===== src/rtl/ps2_rx_fifo.sv =====
// PS/2 keyboard receiver: pin synchronizers, ps2_clk glitch filter, 11-bit
// frame deframer with parity/framing/timeout checks, and a first-word-fall-
// through scancode FIFO with a valid/ready pop interface.
module ps2_rx_fifo #(
  parameter int FILTER_LEN     = 8,
  parameter int TIMEOUT_CYCLES = 20000,
  parameter int FIFO_DEPTH     = 16
) (
  input  logic                          clk,
  input  logic                          rst,
  input  logic                          ps2_clk,
  input  logic                          ps2_data,
  output logic [7:0]                    m_data,
  output logic                          m_valid,
  input  logic                          m_ready,
  output logic [$clog2(FIFO_DEPTH):0]   fifo_count,
  output logic                          parity_err,
  output logic                          frame_err,
  output logic                          overflow
);

  localparam int AW = $clog2(FIFO_DEPTH);
  localparam int CW = AW + 1;
  localparam int TW = $clog2(TIMEOUT_CYCLES + 1);
  localparam logic [TW-1:0] TMO_LAST  = TW'(TIMEOUT_CYCLES - 1);
  localparam logic [7:0]    FILT_LAST = 8'(FILTER_LEN - 1);
  localparam logic [CW-1:0] FULL_CNT  = CW'(FIFO_DEPTH);

  typedef enum logic [1:0] {S_IDLE, S_DATA, S_PARITY, S_STOP} state_t;

  // ---------------- input synchronizers (bit 0 = ps2_clk, bit 1 = ps2_data)
  logic [1:0] w_pin;
  logic [1:0] r_sync1;
  logic [1:0] r_sync2;
  assign w_pin = {ps2_data, ps2_clk};

  genvar gi;
  generate
    for (gi = 0; gi < 2; gi++) begin : g_sync
      // Two-flop synchronizer, preset to the idle-high bus level.
      always_ff @(posedge clk) begin
        if (!rst) begin
          r_sync1[gi] <= 1'b1;
          r_sync2[gi] <= 1'b1;
        end else begin
          r_sync1[gi] <= w_pin[gi];
          r_sync2[gi] <= r_sync1[gi];
        end
      end
    end
  endgenerate

  logic w_clk_s;
  logic w_dat_s;
  assign w_clk_s = r_sync2[0];
  assign w_dat_s = r_sync2[1];

  // ---------------- ps2_clk filter and falling-edge strobe
  logic       r_filt_clk;
  logic [7:0] r_filt_cnt;
  logic       r_fall;

  // Accept a new clock level only after FILTER_LEN consecutive differing samples.
  always_ff @(posedge clk) begin
    if (!rst) begin
      r_filt_clk <= 1'b1;
      r_filt_cnt <= '0;
      r_fall     <= 1'b0;
    end else begin
      r_fall <= 1'b0;
      if (w_clk_s != r_filt_clk) begin
        if (r_filt_cnt == FILT_LAST) begin
          r_filt_clk <= w_clk_s;
          r_filt_cnt <= '0;
          r_fall     <= ~w_clk_s;
        end else begin
          r_filt_cnt <= r_filt_cnt + 8'd1;
        end
      end else begin
        r_filt_cnt <= '0;
      end
    end
  end

  // ---------------- deframer FSM
  state_t          r_state, w_state_next;
  logic [2:0]      r_bitcnt, w_bitcnt_next;
  logic [7:0]      r_shreg, w_shreg_next;
  logic            r_par, w_par_next;
  logic [TW-1:0]   r_tmo, w_tmo_next;
  logic            r_push, w_push_next;
  logic            r_perr, w_perr_next;
  logic            r_ferr, w_ferr_next;

  // State and datapath registers of the deframer.
  always_ff @(posedge clk) begin
    if (!rst) begin
      r_state  <= S_IDLE;
      r_bitcnt <= '0;
      r_shreg  <= '0;
      r_par    <= 1'b0;
      r_tmo    <= '0;
      r_push   <= 1'b0;
      r_perr   <= 1'b0;
      r_ferr   <= 1'b0;
    end else begin
      r_state  <= w_state_next;
      r_bitcnt <= w_bitcnt_next;
      r_shreg  <= w_shreg_next;
      r_par    <= w_par_next;
      r_tmo    <= w_tmo_next;
      r_push   <= w_push_next;
      r_perr   <= w_perr_next;
      r_ferr   <= w_ferr_next;
    end
  end

  // Next-state logic: advance one bit per filtered fall; abort on inactivity.
  always_comb begin
    w_state_next  = r_state;
    w_bitcnt_next = r_bitcnt;
    w_shreg_next  = r_shreg;
    w_par_next    = r_par;
    w_tmo_next    = '0;
    w_push_next   = 1'b0;
    w_perr_next   = 1'b0;
    w_ferr_next   = 1'b0;
    case (r_state)
      S_IDLE: begin
        if (r_fall) begin
          if (!w_dat_s) begin
            w_state_next  = S_DATA;
            w_bitcnt_next = '0;
          end else begin
            w_ferr_next = 1'b1;
          end
        end
      end
      S_DATA: begin
        if (r_fall) begin
          w_shreg_next = {w_dat_s, r_shreg[7:1]};
          if (r_bitcnt == 3'd7) begin
            w_state_next = S_PARITY;
          end else begin
            w_bitcnt_next = r_bitcnt + 3'd1;
          end
        end
      end
      S_PARITY: begin
        if (r_fall) begin
          w_par_next   = w_dat_s;
          w_state_next = S_STOP;
        end
      end
      S_STOP: begin
        if (r_fall) begin
          w_state_next = S_IDLE;
          if (!w_dat_s) begin
            w_ferr_next = 1'b1;
          end else if ((^{r_shreg, r_par}) != 1'b1) begin
            w_perr_next = 1'b1;
          end else begin
            w_push_next = 1'b1;
          end
        end
      end
      default: w_state_next = S_IDLE;
    endcase
    // Mid-frame watchdog; any fall restarts it (default of 0 above).
    if (r_state != S_IDLE && !r_fall) begin
      if (r_tmo == TMO_LAST) begin
        w_state_next = S_IDLE;
        w_ferr_next  = 1'b1;
      end else begin
        w_tmo_next = r_tmo + TW'(1);
      end
    end
  end

  // ---------------- scancode FIFO (first-word fall-through)
  logic [7:0]    r_mem [FIFO_DEPTH];
  logic [AW-1:0] r_wr_ptr;
  logic [AW-1:0] r_rd_ptr;
  logic [CW-1:0] r_count;
  logic          r_overflow;
  logic          w_empty;
  logic          w_full;
  logic          w_pop;
  logic          w_write;

  assign w_empty = (r_count == '0);
  assign w_full  = (r_count == FULL_CNT);
  assign w_pop   = ~w_empty & m_ready;
  // A full FIFO still accepts the byte when a pop frees a slot the same cycle.
  assign w_write = r_push & (~w_full | w_pop);

  // Storage write; r_shreg is untouched in IDLE, so it still holds the byte
  // during the push cycle that follows the stop bit.
  always_ff @(posedge clk) begin
    if (w_write) begin
      r_mem[r_wr_ptr] <= r_shreg;
    end
  end

  // Pointers, occupancy and the sticky overflow flag.
  always_ff @(posedge clk) begin
    if (!rst) begin
      r_wr_ptr   <= '0;
      r_rd_ptr   <= '0;
      r_count    <= '0;
      r_overflow <= 1'b0;
    end else begin
      if (w_write) r_wr_ptr <= r_wr_ptr + AW'(1);
      if (w_pop)   r_rd_ptr <= r_rd_ptr + AW'(1);
      case ({w_write, w_pop})
        2'b10:   r_count <= r_count + CW'(1);
        2'b01:   r_count <= r_count - CW'(1);
        default: r_count <= r_count;
      endcase
      if (r_push && w_full && !w_pop) r_overflow <= 1'b1;
    end
  end

  assign m_data     = w_empty ? 8'h00 : r_mem[r_rd_ptr];
  assign m_valid    = ~w_empty;
  assign fifo_count = r_count;
  assign parity_err = r_perr;
  assign frame_err  = r_ferr;
  assign overflow   = r_overflow;

endmodule


===== config.mk =====
export PLATFORM = sky130hd
export DESIGN_NAME = ps2_rx_fifo
export DESIGN_NICKNAME = d
export VERILOG_FILES = /design/src/rtl/ps2_rx_fifo.sv
export SDC_FILE = /design/constraint.sdc
export NUM_CORES = 1
export LEC_CHECK = 0
export ABC_AREA = 0
export CORE_MARGIN = 2
export CORE_UTILIZATION = 58
export CTS_CLUSTER_SIZE = 14
export DETAILED_ROUTE_END_ITERATION = 16
export PLACE_DENSITY = 0.76
export SLEW_MARGIN = 20
export SYNTH_ARGS = -nofsm -noshare
export SYNTH_HDL_FRONTEND = slang
export SYNTH_SLANG_ARGS = --single-unit

===== constraint.sdc =====
create_clock -name clk -period 5.3 [get_ports clk]
set_clock_uncertainty 0.2 [all_clocks]
set_input_delay 0.795 -clock clk [delete_from_list [all_inputs] [get_ports clk]]
set_output_delay 0.795 -clock clk [all_outputs]
set_load 0.02 [all_outputs]

==> impl_metrics.yaml <==
worst_setup_path:
  critPathTopFamily: "buffers and inverters"
  cp_max_fo: 17
  r2r.worst_path.cells: 8
  end_kind: "primary output"
  path_buf_inv: 2
  worstPathRequired_ps: 4300
  crit_slowest_cell: "dfxtp_2"
  rrSetupSlack_ps: 2400
  worstSetupPathType: "reg2out"
  start_kind: "register"
  r2r_start: "fifo_count[2]"
  arrival_ps: 3110
  reg2reg_to: "fifo_count[4]"
  crit_chain: "buf_4 -> mux4_2 -> mux2i_1 -> o22ai_1 -> clkdlybuf4s50_1"
  slowest_delay_ps: 720
synth:
  yosysSeqAreaShare_pct: 64.7
  synth_flop_cell: "edfxtp_1"
  yosysWarnings: 0
  ys_types: 53
  synth_area_leader_cell: "edfxtp_1"
  syn_inst: 537
  synthArstFlopShare_pct: 0
  yosys.area.top_type_share_pct: 48.5
  mappedNetlistNets: 557
  syn_area_per_cell_um2: 14.8
  synth_seq_cells: 192
  synth_area_leaders: "edfxtp_1 (49%), dfxtp_1 (16%), mux4_2 (9.1%)"
  netlist_top_cells_count: "edfxtp_1 (128), dfxtp_1 (64), nor2_1 (34), nand2_1 (33), mux4_2 (32)"
  synth.most_common_cell: "edfxtp_1"
  synthesis.area_mm2: 0.00792
  synth_edf_count: 128
clocking:
  clk_pin_slew_ps: 70
  clockBufferDepth: 2
  cts_made_buffers: 17
  clk-insertion-delay-late_ps: 430
  cts_hold_buf: 0
  clockRootBuffer: "clkbuf_16"
  cts_tree: "yes"
  post_cts_resized: 0
  post_cts_buffers: 0
  clock_sink_count: 192
  cts_max_level: 4
floorplanning:
  die-area_mm2: 0.0146
  core_area_mm2: 0.0133
  num_rows: 42
  start_util_pct: 59.6
  pin_count: 22
  die_w_um: 121
  die_h_um: 121
detailed_routing:
  routed_wl_um: 14300
  dr.pass1.iters: 4
  initialDrtViolationCount: 389
  vias_per_cell: 5.89
  wl_per_cell_um: 19.2
  antenna_left: 0
  drcViolationCount: 0
  via_count: 4406
timing:
  period_needed_ps: 4100
  hold_violations: 0
  rsz0062_at_grt: "false"
  max_freq_mhz: 244
  report.final.slew_viol_count: 0
  finalSetupViolCount: 0
  tightest_slew_ps: 1060
  relSlewSlack_pct: 29.1
  fin_tns_setup_ps: 0
  worst_slack_ps: 1200
  fin_crit_sh_pct: 77.4
grt:
  grtUsageTotal_pct: 21.4
  overflow: 0
  grt_pass1_wl_um: 23200
  first_global_vias: 4411
  grt_max_degree: 34
  antenna_found_initial: 0
cells_and_area:
  regArea_mm2: 0.00513
  drive_gt1_share_pct: 15.7
  multiInputGateArea_mm2: 0.00264
  fillers: 893
  antenna_cells: 0
  finalInstanceArea_mm2: 0.00891
  synthToLayoutAreaGrowth_pct: 12.4
  nets: 579
power_and_ir_drop:
  sw_frac_of_total_pct: 18.8
  powerDensity_mw_per_mm2: 324
  peakVddDrop_v: 0.000237
  p_clk_share_pct: 44.8
  internal-power_mw: 2.35
  p_leak_nw: 2.86
  p_comb_share_pct: 0.5
  p_switching_uw: 542
  p_seq_share_pct: 54.7
worst_hold_path:
  whs_path_depth: 1
  min-delay-path-class: "reg2reg"
  worstHoldEndpoint: "w_dat_s"
  hp-start: "r_sync1[1]"
place:
  portBuffers: 21
  dpl-instance-area_mm2: 0.00829
  dp_slack_ps: 1580
  dp.final_hpwl_um: 9290
  gp_congestion: 0.775
run_status:
  outcome: "completed"
job:
  cap_violations: 0
sequential cells by signal (all words and copies together) (netlist names), 2 cells and up, named ones only:
| signal | count |
|---|---|
| r_wr_ptr | 4 |
| r_sync1 | 2 |
| r_rd_ptr | 4 |
| r_state | 2 |
| r_bitcnt | 3 |
| r_shreg | 8 |
| fifo_count | 5 |
| r_mem | 128 |
| r_filt_cnt | 8 |
| r_tmo | 15 |
cell usage in the layout, fill, tap and decap left out, types with 7 or more instances in the layout:
cell / count
xnor2_1: 26
nand2_1: 33
mux4_2: 32
ha_1: 15
o22ai_1: 8
edfxtp_1: 128
nor3_1: 14
xor2_1: 7
mux2i_1: 23
dfxtp_1: 62
nand4_1: 8
a21boi_0: 11
inv_1: 11
nor2_1: 34
clkdlybuf4s50_1: 21
nor2_2: 10
nand2b_1: 11
nand3_1: 17
clkbuf_16: 20
power by group through the flow:
stage	Clock [mW]	Sequential (mW)	Combinational (mW)
after detailed placement	0	1.61	0.0144
after global routing	1.38	1.58	0.0159
final	1.29	1.58	0.0144
after floorplan	0	1.61	0.00863
after CTS	1.32	1.58	0.0145
after global placement	0	1.61	0.0141
cells by family after synthesis:
kind of cell | count (synthesis) | share of synthesized area, %
muxes | 56 | 12.3
adders and majority gates | 15 | 2.37
buffers and inverters | 35 | 1.97
xor gates and xnor gates | 34 | 3.93
and+or+nand+nor | 156 | 10.1
AOI/OAI and AO/OA | 49 | 4.63
DFF | 192 | 64.7
worst max-delay path by stage:
| stage | start | endpoint | slack, ps | cells past startpoint |
|---|---|---|---|---|
| after floorplan | fifo_count[2] | m_data[6] | 2400 | 6 |
| after global placement | register | m_data[1] | 1630 | 5 |
| after detailed placement | register | m_data[1] | 1580 | 5 |
| after CTS | register | m_data[1] | 1120 | 5 |
| after global routing | register | m_data[1] | 940 | 5 |
| final | register | m_data[1] | 1200 | 5 |
layer usage:
metal	track usage, %	vias up	routed length (µm)
li1	-	2069	-
met1	27.8	2194	5970
met2	35.4	121	7390
met3	3.90	22	687
met4	9.81	0	292
met5	0	-	0
through the flow:
step / power (mW) / hold slack, ps / util, % / std cells
2_1_floorplan: 1.62 / 186 / - / 537
3_3_place_gp: 1.63 / 191 / 62.3 / 716
3_5_place_dp: 1.63 / 198 / 62.3 / 716
4_1_cts: 2.91 / 213 / 67.0 / 748
5_1_grt: 2.97 / 224 / 67.0 / 748
6_report: 2.89 / 206 / 67.0 / 748
final cells by class:
class                           count  area share, %
Clock buffer                       23           5.97
Clock inverter                      9           1.03
Inverter                           11          0.463
Multi-Input combinational cell    310           29.6
Sequential cell                   192           57.6
Tap cell                          176           2.47
Timing Repair Buffer               27           2.87
No activity file was read; power rests on OpenSTA's default activity.
